==> src/rtl/apple_spawner_pkg.sv <==
// rtl/apple_spawner_pkg.sv - shared grid defaults, widths, FSM states and LFSR step
package apple_spawner_pkg;

  localparam int GRID_COLS_DEF = 40;
  localparam int GRID_ROWS_DEF = 30;
  localparam logic [15:0] LFSR_SEED_DEF = 16'hACE1;
  localparam int MAX_DRAWS_DEF = 16;

  localparam int X_W = 7;
  localparam int Y_W = 6;
  localparam int P_W = 13;

  // Fibonacci taps 16,14,13,11 as bit positions 15,13,12,10
  localparam logic [15:0] LFSR_TAPS = 16'hB400;

  typedef enum logic [1:0] {
    ST_IDLE,
    ST_DRAW,
    ST_CHECK,
    ST_WAIT
  } state_e;

  function automatic logic [15:0] lfsr_next(input logic [15:0] q);
    return {q[14:0], ^(q & LFSR_TAPS)};
  endfunction

endpackage

==> src/rtl/apple_spawner_lfsr16.sv <==
// rtl/apple_spawner_lfsr16.sv - free-running 16-bit Fibonacci LFSR
module apple_spawner_lfsr16
  import apple_spawner_pkg::*;
#(
  parameter logic [15:0] SEED = LFSR_SEED_DEF
) (
  input  logic        pclk_i,
  input  logic        rst_i,
  output logic [15:0] q_o
);

  logic [15:0] lfsr_q;

  always_ff @(posedge pclk_i) begin
    if (!rst_i) lfsr_q <= SEED;
    else        lfsr_q <= lfsr_next(lfsr_q);
  end

  assign q_o = lfsr_q;

endmodule

==> src/rtl/apple_spawner.sv <==
// rtl/apple_spawner.sv - random apple placement with linear probing around snake occupancy
module apple_spawner
  import apple_spawner_pkg::*;
#(
  parameter int          GRID_COLS = GRID_COLS_DEF,
  parameter int          GRID_ROWS = GRID_ROWS_DEF,
  parameter logic [15:0] LFSR_SEED = LFSR_SEED_DEF,
  parameter int          MAX_DRAWS = MAX_DRAWS_DEF
) (
  input  logic       pclk_i,
  input  logic       rst_i,
  input  logic       spawn_req_i,
  output logic       chk_req_o,
  output logic [6:0] chk_x_o,
  output logic [5:0] chk_y_o,
  input  logic       chk_done_i,
  input  logic       chk_hit_i,
  output logic [6:0] apple_x_o,
  output logic [5:0] apple_y_o,
  output logic       apple_valid_o,
  output logic       spawn_done_o,
  output logic       board_full_o,
  output logic       busy_o
);

  localparam int DRAW_W = $clog2(MAX_DRAWS + 1);
  localparam logic [X_W-1:0]    MAX_X      = X_W'(GRID_COLS - 1);
  localparam logic [Y_W-1:0]    MAX_Y      = Y_W'(GRID_ROWS - 1);
  localparam logic [P_W-1:0]    CELLS_LAST = P_W'(GRID_COLS * GRID_ROWS - 1);
  localparam logic [DRAW_W-1:0] DRAWS_LAST = DRAW_W'(MAX_DRAWS - 1);

  logic [15:0] lfsr;
  logic        unused_lfsr_bits;

  apple_spawner_lfsr16 #(.SEED(LFSR_SEED)) u_lfsr (
    .pclk_i (pclk_i),
    .rst_i  (rst_i),
    .q_o    (lfsr)
  );

  assign unused_lfsr_bits = ^{lfsr[15:14], lfsr[7]};

  state_e            state_q;
  logic [DRAW_W-1:0] draws_q;
  logic [P_W-1:0]    probes_q;
  logic [X_W-1:0]    chk_x_q, apple_x_q, probe_x_d, cand_x;
  logic [Y_W-1:0]    chk_y_q, apple_y_q, probe_y_d, cand_y;
  logic              chk_req_q, apple_valid_q, spawn_done_q, board_full_q, busy_q;
  logic              cand_ok;

  assign cand_x  = lfsr[6:0];
  assign cand_y  = lfsr[13:8];
  assign cand_ok = (cand_x <= MAX_X) && (cand_y <= MAX_Y);

  // Raster-order successor of the current probe cell, wrapping at both edges
  always_comb begin
    probe_x_d = chk_x_q + 1'b1;
    probe_y_d = chk_y_q;
    if (chk_x_q == MAX_X) begin
      probe_x_d = '0;
      probe_y_d = (chk_y_q == MAX_Y) ? '0 : chk_y_q + 1'b1;
    end
  end

  always_ff @(posedge pclk_i) begin
    if (!rst_i) begin
      state_q       <= ST_IDLE;
      draws_q       <= '0;
      probes_q      <= '0;
      chk_x_q       <= '0;
      chk_y_q       <= '0;
      apple_x_q     <= '0;
      apple_y_q     <= '0;
      chk_req_q     <= 1'b0;
      apple_valid_q <= 1'b0;
      spawn_done_q  <= 1'b0;
      board_full_q  <= 1'b0;
      busy_q        <= 1'b0;
    end else begin
      chk_req_q    <= 1'b0;
      spawn_done_q <= 1'b0;
      case (state_q)
        ST_IDLE: if (spawn_req_i) begin
          state_q       <= ST_DRAW;
          busy_q        <= 1'b1;
          board_full_q  <= 1'b0;
          apple_valid_q <= 1'b0;
          draws_q       <= '0;
          probes_q      <= '0;
        end
        ST_DRAW: begin
          if (cand_ok || draws_q == DRAWS_LAST) begin
            chk_x_q   <= cand_ok ? cand_x : '0;
            chk_y_q   <= cand_ok ? cand_y : '0;
            chk_req_q <= 1'b1;
            state_q   <= ST_CHECK;
          end else begin
            draws_q <= draws_q + 1'b1;
          end
        end
        ST_CHECK: state_q <= ST_WAIT;
        ST_WAIT: if (chk_done_i) begin
          if (!chk_hit_i) begin
            apple_x_q     <= chk_x_q;
            apple_y_q     <= chk_y_q;
            apple_valid_q <= 1'b1;
            spawn_done_q  <= 1'b1;
            busy_q        <= 1'b0;
            state_q       <= ST_IDLE;
          end else if (probes_q == CELLS_LAST) begin
            board_full_q  <= 1'b1;
            apple_valid_q <= 1'b0;
            busy_q        <= 1'b0;
            state_q       <= ST_IDLE;
          end else begin
            probes_q  <= probes_q + 1'b1;
            chk_x_q   <= probe_x_d;
            chk_y_q   <= probe_y_d;
            chk_req_q <= 1'b1;
            state_q   <= ST_CHECK;
          end
        end
        default: begin
          state_q <= ST_IDLE;
          busy_q  <= 1'b0;
        end
      endcase
    end
  end

  assign chk_req_o     = chk_req_q;
  assign chk_x_o       = chk_x_q;
  assign chk_y_o       = chk_y_q;
  assign apple_x_o     = apple_x_q;
  assign apple_y_o     = apple_y_q;
  assign apple_valid_o = apple_valid_q;
  assign spawn_done_o  = spawn_done_q;
  assign board_full_o  = board_full_q;
  assign busy_o        = busy_q;

endmodule

==> config.mk <==
export PLATFORM = sky130hd
export DESIGN_NAME = apple_spawner
export DESIGN_NICKNAME = d
export VERILOG_FILES = /design/src/rtl/apple_spawner_pkg.sv /design/src/rtl/apple_spawner_lfsr16.sv /design/src/rtl/apple_spawner.sv
export SDC_FILE = /design/constraint.sdc
export NUM_CORES = 1
export LEC_CHECK = 0
export CORE_MARGIN = 1
export CORE_UTILIZATION = 55
export DETAILED_ROUTE_END_ITERATION = 8
export PLACE_DENSITY = 0.86
export SYNTH_ARGS = -nofsm -noshare
export SYNTH_HDL_FRONTEND = slang
export SYNTH_SLANG_ARGS = --single-unit
==> constraint.sdc <==
create_clock -name pclk_i -period 2.1 [get_ports pclk_i]
set_input_delay 0.21 -clock pclk_i [delete_from_list [all_inputs] [get_ports pclk_i]]
set_output_delay 0.21 -clock pclk_i [all_outputs]
set_load 0.03 [all_outputs]
# Yosys cells after proc, flatten, opt, wreduce, memory -nomap -nowiden

Index checks and enable logic that the tools add are counted.

Output and inout bits: 31
Word-level logic and storage cells: 100
Flip-flop bits (word level): 67
Bits of input ports: 5

Bitwise gates (word level): 1
Magnitude comparators: 2
Equality and inequality tests: 16
Reductions and logical operators: 16
Mux-type cells: 48
Add/subtract/negate cells: 4

Operators with widths:

| kind                                                            | count |
|---|---|
| 2-to-1 mux 13 bit                                               | 4 |
| 2-to-1 mux 6 bit                                                | 7 |
| 2-to-1 mux 7 bit                                                | 6 |
| one-hot mux 13 bit (2 select lines)                             | 1 |
| inequality test 2 bit (second input constant)                   | 8 |
| XOR reduction 16 bit                                            | 1 |
| 2-to-1 mux 1 bit                                                | 15 |
| AND reduction 5 bit                                             | 3 |
| one-hot mux 7 bit (2 select lines)                              | 1 |
| adder 13 x 1 -> 13 bit (second input constant)                  | 1 |
| == test 13 x 11 -> 1 bit (second input constant)                | 1 |
| one-hot mux 6 bit (2 select lines)                              | 1 |
| AND reduction 3 bit                                             | 4 |
| 2-to-1 mux 2 bit                                                | 5 |
| 2-to-1 mux 5 bit                                                | 2 |
| one-hot mux 5 bit (2 select lines)                              | 1 |
| one-hot mux 1 bit (2 select lines)                              | 4 |
| one-hot mux 2 bit (4 select lines)                              | 1 |
| adder 7 x 1 -> 7 bit (second input constant)                    | 1 |
| == test 7 x 6 -> 1 bit (second input constant)                  | 1 |
| less-or-equal comparator 7 x 6 -> 1 bit (second input constant) | 1 |
| adder 6 x 1 -> 6 bit (second input constant)                    | 1 |
| == test 6 x 5 -> 1 bit (second input constant)                  | 1 |
| less-or-equal comparator 6 x 5 -> 1 bit (second input constant) | 1 |
| 12 further kinds                                                | 15 |

# Depth between registers and ports, before layout

Word-level depth: 7
Gate-level depth with buffers: 8
Depth with buffers taken out: 7

# Modules after synthesis

A second synthesis with hierarchy kept.

Cell total of the unflattened synthesis: 346
Area, all modules: 2934.1 µm²

Modules (own cells, without submodules):

| module               | seq. area each (µm²) | cells each | times used | area each (µm²) |
|---|---|---|---|---|
| apple_spawner        | 1021.0               | 310        | 1          | 2482.4 |
| apple_spawner_lfsr16 | 320.3                | 36         | 1          | 451.7 |

# Least setup slack after synthesis

OpenSTA, ideal clock, no wires.

Path kind: register -> register
Start point: register chk_x_q[1] (netlist: chk_x_o[1])
End point: register chk_y_q[2] (netlist: chk_y_o[2])
Setup slack: 0.241 ns
Stages on the path, launching flop included: 8
Required time: 2.008 ns
Arrival: 1.767 ns
Clock period less this slack: 1.859 ns
Setup time: 0.092 ns
Buffers on the path: 1
Cell sequence: dfxtp_1 -> ha_1 -> and3_1 -> a41o_1 -> and3_4 -> buf_6 -> nand2_1 -> o32ai_1

Longest elaborated chain between the ends: 3

Ends and longest elaborated chain:

| what                            | line                 | RTL |
|---|---|---|
| start: declaration              | apple_spawner.sv:46  | `logic [X_W-1:0] chk_x_q, apple_x_q, probe_x_d, cand_x;` |
| start signal: assignment        | apple_spawner.sv:93  | `chk_x_q <= cand_ok ? cand_x : '0;` |
| start signal: assignment        | apple_spawner.sv:117 | `chk_x_q <= probe_x_d;` |
| == test 7 x 6 -> 1 bit          | apple_spawner.sv:59  | `if (chk_x_q == MAX_X) begin` |
| inequality test 2 bit (no line) | -                    |  |
| AND reduction 6 bit (no line)   | -                    |  |
| end signal: assignment          | apple_spawner.sv:94  | `chk_y_q <= cand_ok ? cand_y : '0;` |
| end signal: assignment          | apple_spawner.sv:118 | `chk_y_q <= probe_y_d;` |
| end: declaration                | apple_spawner.sv:47  | `logic [Y_W-1:0] chk_y_q, apple_y_q, probe_y_d, cand_y;` |

No other way between the ends.
A chain may end at the register's enable or synchronous reset.

# Worst setup path in the final report

Start point: register draws_q[0]
End point: register chk_x_q[2] (netlist: chk_x_o[2])

Longest elaborated chain between the ends: 4

Ends and longest elaborated chain:

| what                            | line                | RTL |
|---|---|---|
| start: declaration              | apple_spawner.sv:44 | `logic [DRAW_W-1:0] draws_q;` |
| start signal: assignment        | apple_spawner.sv:98 | `draws_q <= draws_q + 1'b1;` |
| == test 5 x 4 -> 1 bit          | apple_spawner.sv:92 | `if (cand_ok \|\| draws_q == DRAWS_LAST) begin` |
| logical OR 1 bit                | apple_spawner.sv:92 |  |
| inequality test 2 bit (no line) | -                   |  |
| AND reduction 5 bit (no line)   | -                   |  |

No other way between the ends.

==> impl_metrics.ini <==
[global_route]
grt_pass1_wl_um = 12790
antenna_found_initial = 0
grt_max_degree = 30
grt_pass1_vias = 2700
grt_usage_pct = 27.31
overflow = 0

[finish]
fin_area_mm2 = 0.003789
layout_commonest_cell = dfxtp_1
final_cell_mix = 67 x dfxtp_1, 48 x nand2_1, 35 x clkdlybuf4s50_1
fill_cells = 374
syn_to_final_growth_pct = 23.29
fin_cells = 471
nets = 408
layout-drive-gt1-share_pct = 12.22
n_antenna_cell = 0

[timing]
skew_ns = 0.004812
setup_viol = 0
final.period_utilization_pct = 95.08
rsz0062_at_grt = false
max_freq_mhz = 500.8
maxSlewHeadroom_pct = 67.27
drv_slew = 0
finalCriticalPeriod_ns = 1.997
hold_viol = 0
tns_ns = 0
worst_slew_pin_slew_ns = 0.4895

[critical_path]
cp.required_ns = 2.36
critPathLaunchType = register
path_max_fanout = 13
critPathKind = register to register
endpoint_kind = register
critical_path_arrival_ns = 2.26
regToRegEndpoint = chk_x_o[2]$_SDFFE_PN0P_
rr_worst_depth = 8
r2r_start = draws_q[0]$_SDFFE_PN0P_
r2r_slack_ns = 0.10

[logic_synthesis]
syn_area_per_cell_um2 = 8.755
yosysUniqueCellTypes = 57
synthesis.nets = 363
syn_area_mm2 = 0.003073
synth_async_sr_flop_share_pct = 0
synth_top_flop_cell = dfxtp_1
ys_ff_latch = 67
syn_inst = 351
synth_edf_count = 0
yosysWarningCount = 0
ys_seq_area_share_pct = 43.65

[floorplanning]
ios = 36
floorplan.initialDensity_pct = 58.67
dieWidth_um = 76.75
core_mm2 = 0.005238
die_area_mm2 = 0.005890
row_count = 26
die_h_um = 76.75

[detailed_routing]
vias = 2822
wl_per_cell_um = 15.72
first_pass_iters = 5
drc_errors = 0
antenna_left = 0
drt-initial-drc-count = 227
wl_um = 7403
via_per_inst = 5.992

[pwr]
clockPowerShare_pct = 41.5
peakVddDrop_mv = 0.5839
switchingPower_uw = 797.0
p_comb_share_pct = 13.7
powerDensity_mw_per_mm2 = 812.2
p_int_uw = 2280
swShare_pct = 25.90
pwr-share-seq_pct = 44.8
leakagePower_uw = 0.001395

[place]
post-place-cells = 455
place_congestion = 0.8454
place_hpwl_um = 5026
port_buffers = 35
dpl_cell_area_mm2 = 0.003548

[cts]
cts_hold_buf = 0
clk_pin_slew_ns = 0.07
clkSinkCount = 67
cts.path.max_buffers = 2
root_buffer = clkbuf_8
htree_num_levels = 3
postCtsSetupBuffers = 0
worstSkewPairLatency_ns = 0.34
numCtsBuffers = 9
cts_tree = built

[worst_hold_path]
hp-start = u_lfsr.q_o[14]$_SDFF_PN0_
hp-class = register to register
holdPathEnd = u_lfsr.q_o[15]$_SDFF_PN1_
hold_depth = 1

[outcome]
status = finished, final reports clean

[run]
drv_cap = 0
## kinds of logic after synthesis
| group | synth area share (%) |
|---|---|
| AO/OA/AOI/OAI | 16.98 |
| XOR/XNOR | 5.415 |
| adder cells (fa/ha/maj) | 2.850 |
| buffers and inverters | 4.805 |
| flip-flops | 43.65 |
| multiplexers | 0.6515 |
| AND/OR/NAND/NOR | 25.65 |
## flip-flops by register name, indices dropped and copies added (netlist names), 2 cells and up
name,flops
apple_x_o,7
apple_y_o,6
chk_x_o,7
state_q,2
probes_q,13
chk_y_o,6
draws_q,5
u_lfsr.q_o,16
## what timing repair did
item	in CTS	in global routing
endpoints found under the setup margin	0	2
resized for setup	0	1
endpoints found under the hold margin	0	0
## cell usage after synthesis, types with 3 or more instances
cell / instances / share of area (%)
o21ai_0: 9 / 1.5
dfxtp_1: 67 / 44
a311oi_1: 4 / 1.1
clkbuf_1: 10 / 1.2
a31oi_1: 3 / 0.61
nand3_1: 16 / 2.6
and4_1: 4 / 1.1
xnor2_1: 7 / 2.0
o22ai_1: 3 / 0.61
nor2b_1: 3 / 0.61
nor3_1: 5 / 0.81
and2_1: 8 / 1.6
xor2_1: 12 / 3.4
and3_1: 3 / 0.61
nor2_1: 29 / 3.5
inv_1: 9 / 1.1
nand2_1: 48 / 5.9
buf_6: 4 / 1.5
buf_2: 4 / 0.65
nand4_1: 8 / 1.6
a221oi_1: 4 / 1.1
ha_1: 7 / 2.9
nand2b_1: 7 / 1.4
a21oi_1: 34 / 5.5
or3_1: 3 / 0.61
## through the flow
| step | hold slack, ns | setup slack (ns) | power [uW] | utilization (%) |
|---|---|---|---|---|
| global placement | 0.3941 | 0.2026 | 1802 | 67.75 |
| floorplan | 0.3230 | 0.2409 | 1671 | - |
| finish | 0.4248 | 0.1033 | 3077 | 72.34 |
| detailed placement | 0.4095 | 0.08391 | 1814 | 67.75 |
| global route | 0.4645 | 0.03118 | 3211 | 72.34 |
| CTS | 0.4288 | 0.1192 | 3091 | 72.34 |
## worst max-delay path by stage
stage,startpoint,endpoint,cells after the start
after global routing,probes_q[0]$_SDFFE_PN0P_,busy_o$_SDFFE_PN0P_,6
after CTS,u_lfsr.q_o[13]$_SDFF_PN1_,draws_q[4]$_SDFFE_PN0P_,7
after floorplan,chk_x_o[1]$_SDFFE_PN0P_,chk_y_o[2]$_SDFFE_PN0P_,7
after global placement,spawn_req_i,probes_q[12]$_SDFFE_PN0P_,6
final,draws_q[0]$_SDFFE_PN0P_,chk_x_o[2]$_SDFFE_PN0P_,8
after detailed placement,spawn_req_i,probes_q[12]$_SDFFE_PN0P_,6
## worst max-delay path, cell delays in order (launching register included)
cell and delay [ns]:
dfxtp_1 0.34, ha_1 0.22, and3_1 0.18, ha_1 0.20, or2_2 0.31, o211ai_2 0.22
buf_12 0.16, o21ai_0 0.10, a21oi_1 0.18
## area by class of cell
cell class | count | area [um^2] | area share, %
Clock buffer | 9 | 123.9 | 3.269
Inverter | 10 | 37.54 | 0.9908
Timing Repair Buffer | 53 | 498.0 | 13.14
Sequential cell | 67 | 1341 | 35.40
Multi-Input combinational cell | 255 | 1584 | 41.81
Tap cell | 70 | 87.58 | 2.312
Clock inverter | 7 | 116.4 | 3.071
## power groups by stage
stage          Clock [uW]  Combinational [uW]  Sequential [uW]
2_1_floorplan           0                 238             1430
3_3_place_gp            0                 401             1400
3_5_place_dp            0                 410             1400
4_1_cts              1300                 416             1380
5_1_grt              1370                 456             1380
6_report             1280                 421             1380
## layer usage
layer  global-route usage, %  wire (um)  vias to the layer above
li1                        -          -                     1334
met1                   35.10       3301                     1321
met2                   42.86       3357                      145
met3                   6.190        523                       22
met4                   13.65        221                        0
met5                       0          0                        -
(Power assumes the default switching activity.)
